`src/rtl/seg_message_display.sv`:
```
`default_nettype none
// ============================================================================
// Module      : seg_message_display
// Description : Queued HIT/FAIL/SUNK message display with a multiplexed
//               7-segment scan. Optional blink: define SEG_MESSAGE_BLINK_EN.
// Revision    : 1.0 - initial release
// ============================================================================
module seg_message_display #(
    parameter int NUM_DIGITS  = 4,
    parameter int HOLD_CYCLES = 50_000_000,
    parameter int REFRESH_DIV = 65536,
    parameter int QUEUE_DEPTH = 4
) (
    input  logic                  clk,
    input  logic                  rst_n,
    input  logic                  msg_valid,
    input  logic [2:0]            msg_code,
    input  logic                  clear,
    output logic                  msg_ready,
    output logic                  busy,
    output logic                  overflow,
    output logic [6:0]            seg,
    output logic [NUM_DIGITS-1:0] an
);

    localparam int HOLD_W = $clog2(HOLD_CYCLES);
    localparam int DIV_W  = $clog2(REFRESH_DIV);
    localparam int DIG_W  = $clog2(NUM_DIGITS);
    localparam int PTR_W  = (QUEUE_DEPTH > 1) ? $clog2(QUEUE_DEPTH) : 1;
    localparam int CNT_W  = $clog2(QUEUE_DEPTH + 1);
    localparam logic [6:0] SEG_BLANK = 7'h7F;

    typedef enum logic [0:0] {
        S_IDLE = 1'b0,
        S_SHOW = 1'b1
    } state_t;

    state_t             r_state;
    logic [HOLD_W-1:0]  r_hold;
    logic [2:0]         r_msg;
    logic [2:0]         r_mem [QUEUE_DEPTH];
    logic [PTR_W-1:0]   r_rd;
    logic [PTR_W-1:0]   r_wr;
    logic [CNT_W-1:0]   r_count;
    logic               r_overflow;
    logic [DIV_W-1:0]   r_div;
    logic [DIG_W-1:0]   r_digit;
    logic [DIG_W-1:0]   r_cur;
    logic [6:0]         r_seg;
    logic [NUM_DIGITS-1:0] r_an;

    logic               w_full;
    logic               w_empty;
    logic               w_push;
    logic               w_pop;
    logic               w_tick;
    logic [DIG_W-1:0]   w_seg_digit;
    logic [DIG_W:0]     w_char;
    logic [6:0]         w_seg_next;

    function automatic logic [PTR_W-1:0] f_inc(input logic [PTR_W-1:0] p);
        return (p == PTR_W'(QUEUE_DEPTH - 1)) ? '0 : p + PTR_W'(1);
    endfunction

    // Character ch (0 = leftmost) of message code; unknown codes are blank.
    function automatic logic [6:0] f_glyph(input logic [2:0] code, input logic [1:0] ch);
        logic [6:0] g;
        g = SEG_BLANK;
        case ({code, ch})
            5'b001_00: g = 7'b0001001;
            5'b001_01: g = 7'b1111001;
            5'b001_10: g = 7'b0000111;
            5'b010_00: g = 7'b0001110;
            5'b010_01: g = 7'b0001000;
            5'b010_10: g = 7'b1111001;
            5'b010_11: g = 7'b1000111;
            5'b011_00: g = 7'b0010010;
            5'b011_01: g = 7'b1000001;
            5'b011_10: g = 7'b1001000;
            5'b011_11: g = 7'b0001010;
            default:   g = SEG_BLANK;
        endcase
        return g;
    endfunction

    assign w_full    = (r_count == CNT_W'(QUEUE_DEPTH));
    assign w_empty   = (r_count == '0);
    assign w_push    = msg_valid && !w_full && !clear;
    assign w_pop     = !clear && !w_empty && ((r_state == S_IDLE) || (r_hold == '0));
    assign msg_ready = !w_full;
    assign busy      = (r_state == S_SHOW) || !w_empty;
    assign overflow  = r_overflow;
    assign seg       = r_seg;
    assign an        = r_an;

    always_ff @(posedge clk) begin
        if (w_push) begin
            r_mem[r_wr] <= msg_code;
        end
    end

    always_ff @(posedge clk or negedge rst_n) begin
        if (!rst_n) begin
            r_rd       <= '0;
            r_wr       <= '0;
            r_count    <= '0;
            r_overflow <= 1'b0;
        end else if (clear) begin
            r_rd       <= '0;
            r_wr       <= '0;
            r_count    <= '0;
            r_overflow <= 1'b0;
        end else begin
            if (w_push) begin
                r_wr <= f_inc(r_wr);
            end
            if (w_pop) begin
                r_rd <= f_inc(r_rd);
            end
            case ({w_push, w_pop})
                2'b10:   r_count <= r_count + CNT_W'(1);
                2'b01:   r_count <= r_count - CNT_W'(1);
                default: r_count <= r_count;
            endcase
            if (msg_valid && w_full) begin
                r_overflow <= 1'b1;
            end
        end
    end

    always_ff @(posedge clk or negedge rst_n) begin
        if (!rst_n) begin
            r_state <= S_IDLE;
            r_hold  <= '0;
            r_msg   <= '0;
        end else if (clear) begin
            r_state <= S_IDLE;
            r_hold  <= '0;
            r_msg   <= '0;
        end else begin
            case (r_state)
                S_IDLE: begin
                    if (w_pop) begin
                        r_state <= S_SHOW;
                        r_hold  <= HOLD_W'(HOLD_CYCLES - 1);
                        r_msg   <= r_mem[r_rd];
                    end
                end
                S_SHOW: begin
                    if (r_hold != '0) begin
                        r_hold <= r_hold - HOLD_W'(1);
                    end else if (w_pop) begin
                        r_hold <= HOLD_W'(HOLD_CYCLES - 1);
                        r_msg  <= r_mem[r_rd];
                    end else begin
                        r_state <= S_IDLE;
                    end
                end
                default: begin
                    r_state <= S_IDLE;
                    r_hold  <= '0;
                end
            endcase
        end
    end

    assign w_tick = (r_div == DIV_W'(REFRESH_DIV - 1));

    // an is loaded with the current index before it advances, so the first
    // scan step after reset enables the rightmost digit.
    always_ff @(posedge clk or negedge rst_n) begin
        if (!rst_n) begin
            r_div   <= '0;
            r_digit <= '0;
            r_cur   <= '0;
            r_an    <= '1;
        end else begin
            r_div <= w_tick ? '0 : r_div + DIV_W'(1);
            if (w_tick) begin
                r_digit <= (r_digit == DIG_W'(NUM_DIGITS - 1)) ? '0 : r_digit + DIG_W'(1);
                r_cur   <= r_digit;
                r_an    <= ~(NUM_DIGITS'(1) << r_digit);
            end
        end
    end

    assign w_seg_digit = w_tick ? r_digit : r_cur;
    assign w_char      = (DIG_W + 1)'(NUM_DIGITS - 1) - {1'b0, w_seg_digit};

`ifdef SEG_MESSAGE_BLINK_EN
    logic w_blink;
    assign w_blink = (r_hold < HOLD_W'(HOLD_CYCLES / 4)) &&
                     (((r_hold >> 3) & HOLD_W'(1)) != '0);
`endif

    always_comb begin
        w_seg_next = SEG_BLANK;
        if ((r_state == S_SHOW) && (w_char < (DIG_W + 1)'(4))) begin
            w_seg_next = f_glyph(r_msg, w_char[1:0]);
`ifdef SEG_MESSAGE_BLINK_EN
            if (w_blink) begin
                w_seg_next = SEG_BLANK;
            end
`endif
        end
    end

    always_ff @(posedge clk or negedge rst_n) begin
        if (!rst_n) begin
            r_seg <= SEG_BLANK;
        end else if (clear) begin
            r_seg <= SEG_BLANK;
        end else begin
            r_seg <= w_seg_next;
        end
    end

endmodule
`default_nettype wire

```
`config.mk`:
```
export PLATFORM = sky130hd
export DESIGN_NAME = seg_message_display
export DESIGN_NICKNAME = d
export VERILOG_FILES = /design/src/rtl/seg_message_display.sv
export SDC_FILE = /design/constraint.sdc
export NUM_CORES = 1
export LEC_CHECK = 0
export BUFFER_PORTS_ARGS = -buffer_cell sky130_fd_sc_hd__buf_4
export CAP_MARGIN = 20
export CORE_ASPECT_RATIO = 2
export CORE_MARGIN = 3
export CORE_UTILIZATION = 60
export CTS_CLUSTER_DIAMETER = 80
export CTS_CLUSTER_SIZE = 14
export DETAILED_ROUTE_END_ITERATION = 7
export PLACE_DENSITY = 0.78
export SLEW_MARGIN = 20
export SYNTH_ARGS = -nofsm -noshare
export SYNTH_HDL_FRONTEND = slang
export SYNTH_SLANG_ARGS = --single-unit
```
`constraint.sdc`:
```
create_clock -name clk -period 6.4 [get_ports clk]
set_input_delay 1.92 -clock clk [delete_from_list [all_inputs] [get_ports clk]]
set_output_delay 1.92 -clock clk [all_outputs]
set_load 0.05 [all_outputs]
```
* Word level (Yosys, flattened, before mapping)
Memory sizes are Yosys's and may differ from the RTL's. Index checks and enable logic that the tools add are counted. Widths: inputs -> output; s select.
Cells by class: shifts and indexed selects 1, add/subtract/negate cells 8, eq/ne operators 8, mux-type cells 30, order comparisons 1, reduce and logical (&&, ||, !) cells 18, bitwise operators 2
Operators with widths (count):
- $mux 26 | 3
- $pmux 26 s2 | 1
- $logic_not 26->1 | 1
- $reduce_bool 26->1 | 1
- $sub 26x1->26 const B | 1
- $mux 7 | 3
- $add 16x1->16 const B | 1
- $eq 16x16->1 const B | 1
- $mux 16 | 1
- $mux 2 | 8
- $mux 3 | 4
- $pmux 3 s2 | 2
- $eq 2x2->1 const B | 4
- $mux 1 | 7
- $add 2x1->2 const B | 3
- $logic_and 1x1->1 | 6
- $reduce_bool 2->1 | 3
- $not 4->4 | 1
- $shl 1x2->4 const A | 1
- $add 3x1->3 const B | 1
- $eq 3x3->1 const B | 1
- $logic_not 1->1 | 3
- $logic_not 3->1 | 1
- $lt 3x3->1 const B | 1
- other kinds (8) | 9
Word-level totals: bits in read-only memories 112, RAM bits 12, memories 2, bits in registers 69, output and inout port bits 14, word-level logic and storage cells 82, input port bits 7
Memory list:
- (name not given) | words 16, width 7, read ports 1, clocked after Yosys merged registers in 0, wr ports 0, line 69 | case ({code, ch})
- r_mem | words 4, width 3, read ports 1, clocked after Yosys merged registers in 0, wr ports 1, line 41 | logic [2:0] r_mem [QUEUE_DEPTH];

* Longest topological paths before layout
word-level depth 8, mapped depth 13, depth with buffers taken out 12

* Worst setup path after synthesis
Ideal clock, no wire load.
path type input -> register, from input port msg_valid, to register r_count[1], setup time 0.094 ns, path buffers 1, required time 6.306 ns, setup slack 2.526 ns, stages 9, data arrival time 3.780 ns, path through clkbuf_1 -> nand2_1 -> and4_1 -> fa_1 -> inv_1 -> a311o_1 -> a41oi_1 -> a21oi_1 -> a211oi_1
Between the ends: word-level cells in the longest chain between the ends 5, elaborated cells between the ends (all ways) 7, those cells by class eq/ne (2); mux (2); reduce/logical (3)
RTL lines:
- start: declaration | line 16 | input logic msg_valid,
- $logic_and 1x1->1 (*) (2 in series) | line 88 | assign w_push = msg_valid && !w_full && !clear;
- $eq 2x1->1 or $eq 2x2->1 (tied branches) | line 120 | case ({w_push, w_pop})
- $pmux 3 s2 | line 120
- $mux 3 | line 108 | end else if (clear) begin
- end signal: assignment | line 121 | 2'b10: r_count <= r_count + CNT_W'(1);
- end signal: assignment | line 122 | 2'b01: r_count <= r_count - CNT_W'(1);
- end signal: assignment | line 123 | default: r_count <= r_count;
- end: declaration | line 44 | logic [CNT_W-1:0] r_count;
Mark *: on every way between the ends. The rest lies on a longest branch, timed or not. A chain may end at the register's enable or synchronous reset.

* Final worst setup path
from input port clear, to register r_count[1]
Between the ends: word-level cells in the longest chain between the ends 6, elaborated cells between the ends (all ways) 9, those cells by class eq/ne (2); mux (2); reduce/logical (5)
RTL lines:
- start: declaration | line 18 | input logic clear,
- $logic_not 1->1 | line 88, 89
- $logic_and 1x1->1 (2 in series) | line 89 | assign w_pop = !clear && !w_empty && ((r_state == S_IDLE) || (r_hold == '0));
- $eq 2x1->1 or $eq 2x2->1 (tied branches) | line 120
- $pmux 3 s2 | line 120
- $mux 3 | line 108
Parallel ways exist; a longest one is shown, timed or not.

==> metrics.txt <==
status complete, no violations; Final HPWL DP between 6 and 7 mm; Max-slew headroom a little over two fifths; Post-synth EDFFs 12; post-synthesis simple-gate area fraction 19.10%; post-synth top area share 32.93%; Routed wire per std cell about 18 um; Synth Area in XOR/XNOR between 2 and 3%; Max Root-Sink Buffers 2; Min-Delay Path Class register to register; H-tree Lvls 3; Reg clk slew, reported paths 0.06 ns; clk sinks 81; Synth Register Bits 81; Mapped Cells around 430; Critical Path End Type register; die height 127.2 um; Final setup violation count 0; nets@finish between 400 and 500; DR DRC count 0; I/O Pins 21; Root Driver clkbuf_16; Hold Fails Final Rpt 0; Die Width between 60 and 70 um; post-synth top area cell dfrtp_1; Primary FF master, synth dfrtp_1; Synth Area in Compound Gates ~18%; combinational family with the most area after synthesis simple AND/OR/NAND/NOR gates; crit path kind primary input to register; syn_area_per_cell between 10 and 15 sq um; Synth warnings 0; setup TNS 0 ns; post-synthesis mux area share 3.889%; P per Cell Area 436.6 nW/um^2; area grow syn2layout 11.07%; type of origin of the critical path primary input; DR iter-0 viols about 280; 1st-pass router iterations 4; Starting Density a little over three fifths; Async S/R FF share, synth between 80% and 90%; ranking of synthesized cells by area dfrtp_1 33%, edfxtp_1 8.2%, dfstp_2 6.6%, ha_1 4.8%, nand2_1 2.7%; Pins Over Slew Limit 0; DP Cell Count 524; CP required about 6.6 ns; initial antenna violation count 0; post-cts gate resize count 0; # rows 43; Leakage roughly 2.0 nW; Max Clk Rate approximately 0.25 GHz; via-per-instance ratio around 6.4; gr ovfl total 0; # diodes 0; synthesized area between 4000 and 5000 sq um; post-CTS repair timing setup buffer count 0; fin cells 540; Tot GR Track Use 24.54%; final period utilization approximately 64%; RSZ-0062 raised after global routing false; Syn Nets between 400 and 500; share of layout cells above drive strength 1 approximately 16%; I/O Buffers 20; Fillers roughly 540; cts bufs inserted 9; antenna viol nets, final 0; DIE AREA about 8500 sq um; TritonCTS clock tree done; Worst Skew between 0.005 and 0.006 ns; Max Cap Violations 0; Arr. time, crit path about 4.3 ns; Synth cell types 65; worst-margin pin slew slightly below 0.9 ns; clock latency on the worst-skew pair roughly 0.33 ns; core region area between 7000 and 8000 sq um; minimum clock period between 4 and 5 ns; sequential share of the synthesized area between 40% and 50%; global-route wire length before repair 16.11 mm; vias in the first global route about 3500; Vias between 3000 and 4000; maximum vdd drop approximately 0.34 mV; cts hold-fix bufs 0; largest net degree at the start of global routing 70; worst-path fanout max 36; GP Congestion 0.8528; Adder-Cell Fraction of Synth Area 5.280%; final wirelength between 9 and 10 mm
cells in the final DEF (no fill, tap or decap), types with 5 or more instances in the layout:
master and count:
a211oi_1 7, a21oi_1 20, nor2_1 29, buf_4 23
o21a_1 9, xnor2_1 10, a31oi_1 8, a311oi_1 5
nand4_1 8, nand3_1 18, o21ai_0 23, or2_2 5
nor4_1 5, nor3_1 17, nand2_1 32, dfrtp_1 58
dfstp_2 11, inv_1 19, edfxtp_1 12, and2_1 7
mux2i_1 7, or3_1 8, ha_1 17, clkbuf_16 9
flip-flops by register name, indices dropped and copies added (netlist names), 3 cells and up:
signal and count:
an 4, r_count 3, r_div 16, r_hold 26, r_mem 12, r_msg 3
seg 7
area by class of cell:
| class | instances | area (sq um) | area share (%) |
|---|---|---|---|
| Multi-Input combinational cell | 309 | 2143 | 43.78 |
| Timing Repair Buffer | 23 | 172.7 | 3.527 |
| Clock inverter | 6 | 58.81 | 1.201 |
| Sequential cell | 81 | 2101 | 42.91 |
| Inverter | 21 | 78.83 | 1.610 |
| Tap cell | 90 | 112.6 | 2.300 |
| Clock buffer | 10 | 229.0 | 4.677 |
where the power goes:
group	internal [W]	total, W	leakage, nW	switching (W)
Sequential	0.000613	0.000753	0.994	0.000140
Clock	0.000299	0.000499	0.138	0.000200
Combinational	0.000330	0.000885	0.855	0.000555
per-layer routing:
metal	GRT usage, %	share of wire (%)	vias up
li1	-	-	1632
met2	45.73	58	87
met4	10.18	1.8	0
met5	0	0	-
met1	26.47	37	1718
met3	3.694	3.9	15
per-stage QoR:
stage | hold WS, ns | instance area, sq um | setup WS (ns) | power (W) | util, %
detailed placement | 0.4454 | 4608 | 2.044 | 0.001629 | 65.38
global route | 0.4816 | 4896 | 2.197 | 0.002259 | 69.47
CTS | 0.4529 | 4896 | 2.352 | 0.002132 | 69.47
finish | 0.4542 | 4896 | 2.331 | 0.002137 | 69.47
global placement | 0.4388 | 4608 | 2.158 | 0.001599 | 65.38
floorplan | 0.4245 | 4408 | 2.526 | 0.001401 | -
logic make-up (layout without fill, tap and decap cells):
logic type	count (synthesis)	in the layout
AND/OR/NAND/NOR	156	156
AO/OA/AOI/OAI	108	108
flip-flops	81	81
buffers and inverters	42	60
adder cells (fa/ha/maj)	18	18
XOR/XNOR	14	14
multiplexers	13	13
cells in the mapped netlist, drive strengths merged (2+ instances only):
cell     number
a2111oi       3
a211oi        8
a21o          2
a21oi        21
a221oi        4
a22o          3
a311oi        5
a31oi         8
a41oi         3
and2          7
and3          4
and4          4
buf           5
clkbuf       16
clkinv        2
dfrtp        58
dfstp        11
edfxtp       12
ha           17
inv          19
mux2          3
mux2i         7
mux4          3
nand2        32
nand3        19
nand4         8
nor2         29
nor2b         3
nor3         17
nor3b         2
nor4          7
o211a         2
o211ai        3
o21a          9
o21ai        25
o221a         2
o31ai         2
or2           5
or3           8
or4           6
xnor2        10
xor2          4
critical path, stage by stage:
cell and delay (ns):
buf_4 0.34, clkinv_1 0.39, and4_1 0.28, fa_1 0.49, inv_1 0.06, a311o_1 0.28, a41oi_1 0.18, a21oi_1 0.10
a211oi_1 0.25
final timing paths:
kind                          start    endpoint  slack, ns  cells after the start
max                           clear  r_count[1]       2.33                      9
min                        r_div[0]    r_div[0]       0.45                      1
max reg2reg                r_div[0]      seg[3]       3.11                     10
min reg2reg                r_div[0]    r_div[0]       0.45                      1
max in group asynchronous     rst_n  r_hold[16]       4.12                      1
min in group asynchronous     rst_n    r_div[6]       1.69                      1
(Power assumes the default switching activity.)
